<file path="src/rtl/dma_irq_coalescer_pkg.sv">
// idma_irq_pkg: shared state encoding and default widths for the DMA interrupt coalescer.
package idma_irq_pkg;
    typedef enum logic [1:0] {IDLE, ACCUM, FIRE} irq_state_e;
    localparam int unsigned DefCntWidth   = 8;
    localparam int unsigned DefTimerWidth = 16;
endpackage

</file>
<file path="src/rtl/dma_irq_coalescer_sat_counter.sv">
// dma_irq_sat_counter: saturating up-counter with clear and sticky overflow.
// Clear and increment together restart the count at 1.
module dma_irq_sat_counter #(
    parameter int unsigned Width = 8
) (
    input  logic             i_clk,
    input  logic             i_rst,
    input  logic             i_clr,
    input  logic             i_inc,
    output logic [Width-1:0] o_val,
    output logic             o_ovf
);
    logic [Width-1:0] r_val;
    logic             r_ovf;
    logic             w_sat;
    logic [Width-1:0] w_nxt;
    assign w_sat = &r_val;
    assign w_nxt = i_clr ? Width'(i_inc) : (i_inc && !w_sat) ? r_val + Width'(1) : r_val;
    always_ff @(posedge i_clk) begin
        if (i_rst) begin
            r_val <= '0;
            r_ovf <= 1'b0;
        end else begin
            r_val <= w_nxt;
            r_ovf <= !i_clr && (r_ovf || (i_inc && w_sat));
        end
    end
    assign o_val = r_val;
    assign o_ovf = r_ovf;
endmodule

</file>
<file path="src/rtl/dma_irq_coalescer.sv">
// dma_irq_coalescer: merges per-transfer completion pulses into one level interrupt,
// fired on a completion threshold or a timeout from the first unacknowledged completion.
module dma_irq_coalescer
    import idma_irq_pkg::*;
#(
    parameter int unsigned CntWidth   = DefCntWidth,
    parameter int unsigned TimerWidth = DefTimerWidth
) (
    input  logic                  clk_i,
    input  logic                  rst_i,
    input  logic                  enable_i,
    input  logic                  done_i,
    input  logic                  ack_i,
    input  logic [CntWidth-1:0]   threshold_i,
    input  logic [TimerWidth-1:0] timeout_i,
    output logic                  irq_o,
    output logic [CntWidth-1:0]   pending_o,
    output logic                  overflow_o
);
    irq_state_e            r_state;
    logic [CntWidth-1:0]   w_cnt;
    logic [CntWidth-1:0]   w_cnt_nxt;
    logic [CntWidth-1:0]   w_eff_thr;
    logic [TimerWidth-1:0] w_tmr;
    logic                  w_ovf;
    logic                  w_tmr_ovf_unused;
    logic                  w_thr_one;
    logic                  w_tmo_hit;
    logic                  w_in_accum;
    assign w_in_accum = r_state == ACCUM;
    assign w_eff_thr  = (threshold_i == '0) ? CntWidth'(1) : threshold_i;
    assign w_thr_one  = threshold_i <= CntWidth'(1);
    assign w_cnt_nxt  = (done_i && !(&w_cnt)) ? w_cnt + CntWidth'(1) : w_cnt;
    assign w_tmo_hit  = (timeout_i != '0) && (w_tmr == timeout_i - TimerWidth'(1));
    dma_irq_sat_counter #(.Width(CntWidth)) u_cnt (
        .i_clk (clk_i),
        .i_rst (rst_i),
        .i_clr (ack_i),
        .i_inc (done_i),
        .o_val (w_cnt),
        .o_ovf (w_ovf)
    );
    // Timer only runs in ACCUM and restarts from zero on every entry into it.
    dma_irq_sat_counter #(.Width(TimerWidth)) u_tmr (
        .i_clk (clk_i),
        .i_rst (rst_i),
        .i_clr (ack_i || !w_in_accum),
        .i_inc (w_in_accum && !ack_i),
        .o_val (w_tmr),
        .o_ovf (w_tmr_ovf_unused)
    );
    always_ff @(posedge clk_i) begin
        if (rst_i) begin
            r_state <= IDLE;
        end else if (ack_i || r_state == IDLE) begin
            r_state <= !done_i ? IDLE : w_thr_one ? FIRE : ACCUM;
        end else if (w_in_accum && (w_cnt_nxt >= w_eff_thr || w_tmo_hit)) begin
            r_state <= FIRE;
        end
    end
    assign irq_o      = (r_state == FIRE) && enable_i;
    assign pending_o  = w_cnt;
    assign overflow_o = w_ovf;
endmodule
</file>
<file path="config.mk">
export PLATFORM = sky130hd
export DESIGN_NAME = dma_irq_coalescer
export DESIGN_NICKNAME = d
export VERILOG_FILES = /design/src/rtl/dma_irq_coalescer_pkg.sv /design/src/rtl/dma_irq_coalescer_sat_counter.sv /design/src/rtl/dma_irq_coalescer.sv
export SDC_FILE = /design/constraint.sdc
export NUM_CORES = 1
export LEC_CHECK = 0
export CAP_MARGIN = 5
export CORE_MARGIN = 2
export CORE_UTILIZATION = 37
export CTS_CLUSTER_SIZE = 12
export DETAILED_ROUTE_END_ITERATION = 8
export PLACE_DENSITY_LB_ADDON = 0.1
export SKIP_CTS_REPAIR_TIMING = 1
export SYNTH_ARGS = -nofsm -noshare
export SYNTH_HDL_FRONTEND = slang
export SYNTH_SLANG_ARGS = --single-unit
</file>
<file path="constraint.sdc">
create_clock -name clk_i -period 2.3 [get_ports clk_i]
set_input_delay 0.23 -clock clk_i [delete_from_list [all_inputs] [get_ports clk_i]]
set_output_delay 0.23 -clock clk_i [all_outputs]
set_load 0.02 [all_outputs]
</file>
Word level (Yosys, flattened, before mapping)
Cells that the tools add are included.

Register bits after elaboration: 27. Bits of input ports: 29. Output and inout bits: 10. Logic and storage cells: 48.

Add/sub/neg operators: 3. Order comparisons: 2. Eq/ne operators: 3. Mux-type cells: 9. Reduce and logical (&&, ||, !) cells: 25.

Operator list (count): $add 16x1->16 const B (1); $eq 16x16->1 (1); $mux 8 (2); $reduce_and 16->1 (1); $reduce_bool 16->1 (1); $sub 16x1->16 const B (1); $add 8x1->8 const B (1); $ge 8x8->1 (1); $le 8x1->1 const B (1); $logic_and 1x1->1 (8); $logic_not 8->1 (1); $mux 2 (4); $reduce_and 8->1 (1); $logic_not 1->1 (4); $logic_or 1x1->1 (4); $reduce_bool 2->1 (2); $reduce_or 2->1 (2); $mux 1 (3); $eq 2x1->1 const B (1); $eq 2x2->1 const B (1); $logic_not 2->1 (1).

Longest topological paths before layout
Depth in word-level cells: 9. Depth in mapped cells: 12.

Modules after synthesis
From an unflattened synthesis, not the netlist that was laid out.

Cells, all modules: 302. Area total of the unflattened synthesis: 2383.5 um2.

Modules (own cells, without submodules): dma_irq_coalescer (times used 1, cells an instance 144, area each 1019.7 um2); dma_irq_sat_counter (u_tmr) (times used 1, cells an instance 105, area each 877.1 um2); dma_irq_sat_counter (u_cnt) (times used 1, cells an instance 53, area each 486.7 um2).

Worst setup path after synthesis
No wires, ideal clock.

Kind: reg-to-reg. From: register u_cnt.r_val[5], in the netlist u_cnt.o_val[5]. To: register r_state[1]. Setup time: 0.122 ns. Data arrival time: 2.433 ns. Data required time: 2.178 ns. Slack: -0.255 ns. Cell stages (with the launch flop): 13. Buffers on the path: 0. Period minus slack after synthesis: 2.555 ns. Cell sequence: dfxtp_1 > nand4_1 > nor2_1 > a21o_1 > nor2_1 > and2_1 > xor2_1 > ha_1 > a21o_1 > a21o_1 > a21oi_1 > o21ai_0 > o311a_1.

Longest elaborated chain between the ends: 8. Elaborated cells between the ends (all ways): 9. Those cells by class: add/sub: 1; order compare: 1; mux: 1; reduce/logical: 6.

RTL lines: from (decl) (line dma_irq_coalescer_sat_counter.sv:13) `logic [Width-1:0] r_val;`; from (signal assigned) (line dma_irq_coalescer_sat_counter.sv:24) `r_val <= w_nxt;`; branches (longest 3 deep; another with $add 8x1->8); $mux 8 (*); net w_cnt_nxt[5] (line dma_irq_coalescer.sv:22) `logic [CntWidth-1:0] w_cnt_nxt;`; $ge 8x8->1 (*) (line dma_irq_coalescer.sv:57) `end else if (w_in_accum && (w_cnt_nxt >= w_eff_thr || w_tmo_hit)) begin`; $logic_or 1x1->1 (*) (line dma_irq_coalescer.sv:57); $logic_and 1x1->1 (*) (line dma_irq_coalescer.sv:57); $reduce_bool 2->1 (no line) (*); to (signal assigned) (line dma_irq_coalescer.sv:56) `r_state <= !done_i ? IDLE : w_thr_one ? FIRE : ACCUM;`; to (decl) (line dma_irq_coalescer.sv:20) `irq_state_e r_state;`.

Mark *: on every way through the listed nets, which the timed path passes. A chain may end at the register's enable or synchronous reset.

Final worst setup path
Same ends and word-level chain as after synthesis.

==> impl_metrics.csv <==
group,metric,value,unit
power,p_leak,1.19,nW
global_routing,antenna_found_initial,0,
logic_synthesis,synth-edff-count,0,
sta,worst_slack,-126,ps
global_routing,grt_max_degree,15,
logic_synthesis,ys_seq_area_share,26.2,%
outcome,failed_checks,"setup timing",
sta,report.final.slew_viol_count,0,
sta,tightest_slew,381,ps
power,pwr-share-seq,47.7,%
critical_path,cp-end-kind,"flip-flop",
logic_synthesis,synth_area_per_cell,8.07,sq um
floorplanning,rows,27,
sta,finClkSkew,1.15,ps
logic_synthesis,yosys_register_bits,27,
cts,cts_sinks,27,
logic_synthesis,async_flop_share,0,%
logic_synthesis,syn-instance-count,256,
floorplanning,die_y,78.7,um
floorplanning,core_area,0.00544,sq mm
power,intPower,0.000733,W
min_path,min_path_type,"reg2reg",
critical_path,required,2470,ps
sta,fmax,412,MHz
sta,period_needed,2430,ps
cells_and_area,fill_cells,547,
power,p_sw,0.000266,W
sta,slew_headroom,74.5,%
cells_and_area,fin_util,54.6,%
critical_path,worstPathArrival,2600,ps
power,p_per_area,336,mW/mm^2
floorplanning,initial_core_util,38.0,%
cts,cts_tree,"yes",
floorplanning,die_area,0.00620,sq mm
sta,final-setup-viol-count,2,
cts,clock_latency,270,ps
global_routing,grt_usage,17.2,%
global_routing,gr-total-overflow,0,
sta,post-route-period-util,105,%
detailed_routing,wl_per_cell,12.4,um
floorplanning,ios,39,
critical_path,worstPathMaxFanout,3,
cells_and_area,area_growth,43.8,%
logic_synthesis,synth-main-ff-cell,"dfxtp_1",
cts,clkTransAtPathRegs,90,ps
cts,cts_inserted_buffers,3,
global_routing,grt_pass1_vias,2014,
cells_and_area,drive_gt1_share,22.5,%
detailed_routing,firstDrtPassIters,4,
power,power_frac_comb,24.7,%
detailed_routing,drc,0,
global_routing,grt_pass1_wl,8700,um
detailed_routing,ant_nets,0,
cells_and_area,nNetsFinal,376,
logic_synthesis,synth_cell_types,52,
cts,clock-root-buffer,"clkbuf_8",
sta,rsz0062_at_grt,"yes",
floorplanning,die_width,78.7,um
detailed_routing,viasPerCell,4.95,
detailed_routing,vias,2011,
power,clkPwrFrac,27.7,%
detailed_routing,drt_iter0_drc,75,
sta,hold_viol,0,
logic_synthesis,yosysWarnings,0,
power,swShare,26.6,%
logic_synthesis,synth_nets,297,
critical_path,critPathLaunchType,"flip-flop",
outcome,status,"finished with violations",
placement,port_buffers,38,
placement,dp.final_hpwl,4120,um
power,ir_drop,251,uV
detailed_routing,routed_wl,5040,um
placement,gp_congestion,0.846,
cts,cts_max_path_buffers,2,
flow_run,drv_cap,0,
cells_and_area,diodes,0,
placement,dp_slack,-381,ps
logic_synthesis,syn_area,0.00207,sq mm
cts,cts.htree.levels,1,
critical_path,critPathKind,"reg2reg",
cell usage in the layout (no fill, tap or decap), drive strengths merged, types with 2 or more instances in the layout:
master / instances
and4: 4
nand3: 14
o2111ai: 2
nor2: 33
a21oi: 5
ha: 12
o211ai: 2
xor2: 22
dfxtp: 27
nand4: 10
buf: 44
a21o: 5
clkdlybuf4s50: 38
o21ai: 4
nor4b: 4
o21a: 2
nor4: 4
nand2: 17
nand2b: 5
xnor2: 17
nor2b: 7
nand3b: 2
inv: 15
mux2: 2
clkbuf: 4
or3b: 2
a31oi: 3
nor3: 10
critical path, cell delays in order (launching register included):
cell and delay [ps]:
dfxtp_4 350, nand4_1 120, nor2_2 140, a21o_1 200
nor2_4 50, and2_4 130, xor2_1 160, ha_1 310
a21o_1 170, a21o_1 170, a21oi_2 160, o21ai_1 80
o311a_1 280
per-layer routing:
| metal | GRT usage (%) | vias up | wire, um |
|---|---|---|---|
| met3 | 2.61 | 4 | 178 |
| li1 | - | 1055 | - |
| met1 | 20.8 | 923 | 2260 |
| met4 | 3.86 | 0 | 36 |
| met2 | 32.0 | 29 | 2570 |
| met5 | 0 | - | 0 |
state kept, by name, summed over array words and instances, names as in the netlist:
name	flops
u_cnt.o_val	8
u_tmr.o_val	16
u_cnt.o_ovf	1
r_state	2
path summary, 6_finish.rpt:
kind	startpoint	endpoint	slack, ps	cells past startpoint
worst max register to register	u_cnt.o_val[5]	r_state[1]	-130	12
worst min-delay path	u_cnt.o_ovf	u_cnt.o_ovf	480	2
worst min register to register	u_cnt.o_ovf	u_cnt.o_ovf	480	2
worst max-delay path	u_cnt.o_val[5]	r_state[1]	-130	12
synth_stat cells, drive strengths merged (2+ instances only):
cell	number	area share (%)
a21o	5	1.8
a21oi	5	1.2
a31oi	3	0.91
and4	4	1.8
clkbuf	7	1.3
dfxtp	27	26
ha	12	7.3
inv	15	2.7
mux2	2	1.1
nand2	17	3.1
nand2b	5	1.5
nand3	14	3.4
nand3b	2	0.73
nand4	10	3.0
nor2	33	6.0
nor2b	7	2.1
nor3	10	3.5
nor4	4	2.2
nor4b	4	2.3
o2111ai	2	0.85
o211ai	2	0.73
o21a	2	0.73
o21ai	4	0.97
or3b	2	0.85
xnor2	17	7.2
xor2	22	9.3
power by group through the flow:
stage | logic [W] | registers [W] | clock network, W
floorplan | 0.000102 | 0.000490 | 0
global placement | 0.000235 | 0.000487 | 0
detailed placement | 0.000237 | 0.000487 | 0
CTS | 0.000238 | 0.000476 | 0.000298
global route | 0.000273 | 0.000478 | 0.000311
finish | 0.000246 | 0.000476 | 0.000277
kinds of logic after synthesis:
kind of cell | count (synthesis) | share of synthesized area (%)
simple gates | 118 | 32.5
xor+xnor | 39 | 16.5
compound gates | 34 | 11.7
flops | 27 | 26.2
buf+inv | 23 | 4.24
fa+ha+maj | 12 | 7.26
mux | 3 | 1.57
stage by stage:
stage	TNS (ps)	hold WS, ps	area (sq um)	cells	power (W)
floorplan	-7.61	385	2120	256	0.000592
global placement	-553	457	2880	401	0.000722
detailed placement	-634	462	2880	401	0.000724
CTS	-191	488	2920	405	0.00101
global route	-368	568	2970	406	0.00106
finish	-129	479	2970	406	0.000999
cell type report:
cell class	count	area, sq um	share of cell area, %
Inverter	15	56.3	1.89
Sequential cell	27	563	18.9
Tap cell	72	90.1	3.03
Timing Repair Buffer	82	714	24.0
Multi-Input combinational cell	206	1500	50.6
Clock buffer	4	45.0	1.52
Power figures use the tool's default switching activity.
==> RTL change, RTL diff (config.mk and constraints unchanged) <==
Change the package constant `DefTimerWidth` from 16 to 32.
--- a/src/rtl/dma_irq_coalescer_pkg.sv
+++ b/src/rtl/dma_irq_coalescer_pkg.sv
@@ -4,3 +4,3 @@
     localparam int unsigned DefCntWidth   = 8;
-    localparam int unsigned DefTimerWidth = 16;
+    localparam int unsigned DefTimerWidth = 32;
 endpackage
Ports: changed (resized timeout_i); port bits go from 39 to 55. The function was not compared with the original's and may differ.
==> RTL change against the original RTL <==
  * The flow still finishes with violations (negative setup slack)
  * Setup slack got worse by 0.22 ns
  * Cell area rose by 74%
  * Sequential cell count rose by 16
  * Routed wire length rose by 100%
  * Global-route usage rose by 2.5 points
  * Sequential share of layout area fell by 2.0 points
  * Highest routed layer unchanged
  * Power rose by 76%
  * Synthesized area rose by 69%
==> RTL change: results <==
{
  "worstPathMaxFanout": 3,
  "fillers": 858,
  "ys_warn_count": 0,
  "cts_buffers": 5,
  "cts_max_level": 2,
  "fin_ws_ns": -0.342,
  "finalSetupTns_ns": -0.636,
  "failed_checks": "negative setup slack",
  "utilization_pct": 56.3,
  "nets": 663,
  "met2WireLength_um": 4670,
  "clk_pin_slew_ns": 0.08,
  "io_buffers": 54,
  "hold_viol_final": 0,
  "cts_root_buf": "clkbuf_8",
  "finalWeightedCongestion": 0.876,
  "drive_above_1_share_pct": 25.5,
  "seq_area_frac_synth_pct": 24.7,
  "async_flop_share_pct": 0,
  "track_usage_pct": 19.7,
  "syn_nets": 511,
  "wl_met3_um": 411,
  "pre_cts_slack_ns": -0.618,
  "ir_drop_uv": 207,
  "diodes": 0,
  "post-dp-hpwl_um": 8390,
  "use_met3_pct": 1.86,
  "hold_class": "reg2reg",
  "use_met1_pct": 26.5,
  "p_leak_nw": 1.99,
  "synth.distinct_cells": 61,
  "placed_cell_area_um2": 4960,
  "swShare_pct": 24.9,
  "antenna_found_initial": 0,
  "place_inst": 707,
  "wire_per_inst_um": 14.2,
  "wirelength_um": 10200,
  "cts_buffer_depth": 2,
  "grt_start_max_net_pins": 16,
  "grt_pass1_vias": 3586,
  "initialDrtViolationCount": 208,
  "wl_met1_um": 4910,
  "tightest_slew_ns": 0.466,
  "synthTopCellsByCount": "nor2_1, dfxtp_1, xnor2_1",
  "outcome": "finished, violations left",
  "vias": 3791,
  "cp_data_arrival_time_ns": 2.83,
  "met2_usage_pct": 33.0,
  "largest_register_ffs": 32,
  "finalSetupViolCount": 2,
  "top_layer_used": "met4",
  "grt_pass1_wl_um": 16400,
  "clock_skew_ns": 0.0102,
  "worstSkewPairLatency_ns": 0.29,
  "synth_area_leaders": "dfxtp_1, xnor2_1, xor2_1",
  "drtPass1Iterations": 5,
  "syn_inst": 454
}
[RTL change: changes by cell type after synthesis, sizes merged, moves of 8 or more]
cell	before	now
xnor2	17	38
a21oi	5	17
nor2	33	55
o21ai	4	19
dfxtp	27	43
nand3	14	27
xor2	22	30
nand2	17	33
or3	1	16
nand4	10	21
[RTL change: area by class of cell]
type                    instances  share of cell area [%]
repair buffers                159                    26.0
clock buffers                   6                    1.60
well taps                     111                    2.68
multi-input cells             376                    50.6
flip-flops and latches         43                    16.9
inverters                      21                    1.57
clock inverters                 2                   0.677
[RTL change: critical path, cell delays in order, from the launching register on]
cell	delay (ns)
dfxtp_2	0.33
nand4_1	0.23
o21ai_4	0.25
xor2_2	0.19
ha_1	0.25
nand2b_4	0.13
a21o_1	0.15
a21o_1	0.16
a211oi_2	0.18
o21bai_1	0.08
a311o_1	0.34
a22oi_1	0.17
nand2_1	0.07
[RTL change: path summary, 6_finish.rpt]
check                      start           to  slack (ns)  depth (start not counted)
setup / recovery  u_cnt.o_val[6]   r_state[1]       -0.34                         12
hold / removal       u_cnt.o_ovf  u_cnt.o_ovf        0.49                          2
setup reg to reg  u_cnt.o_val[6]   r_state[1]       -0.34                         12
hold reg to reg      u_cnt.o_ovf  u_cnt.o_ovf        0.49                          2
[RTL change: power by group through the flow]
stage	Sequential, mW	Combinational, mW	Clock, mW
finish	0.755	0.388	0.616
global route	0.756	0.421	0.649
CTS	0.754	0.378	0.630
detailed placement	0.772	0.375	0
global placement	0.772	0.370	0
floorplan	0.774	0.147	0
[RTL change: kinds of logic (layout without fill, tap and decap cells)]
group	after synthesis	in the layout	share of synthesized area, %
simple gates	223	223	35.9
compound gates	70	70	13.2
xor+xnor	68	68	17.1
flops	43	43	24.7
buf+inv	35	188	3.87
fa+ha+maj	12	12	4.30
mux	3	3	0.968
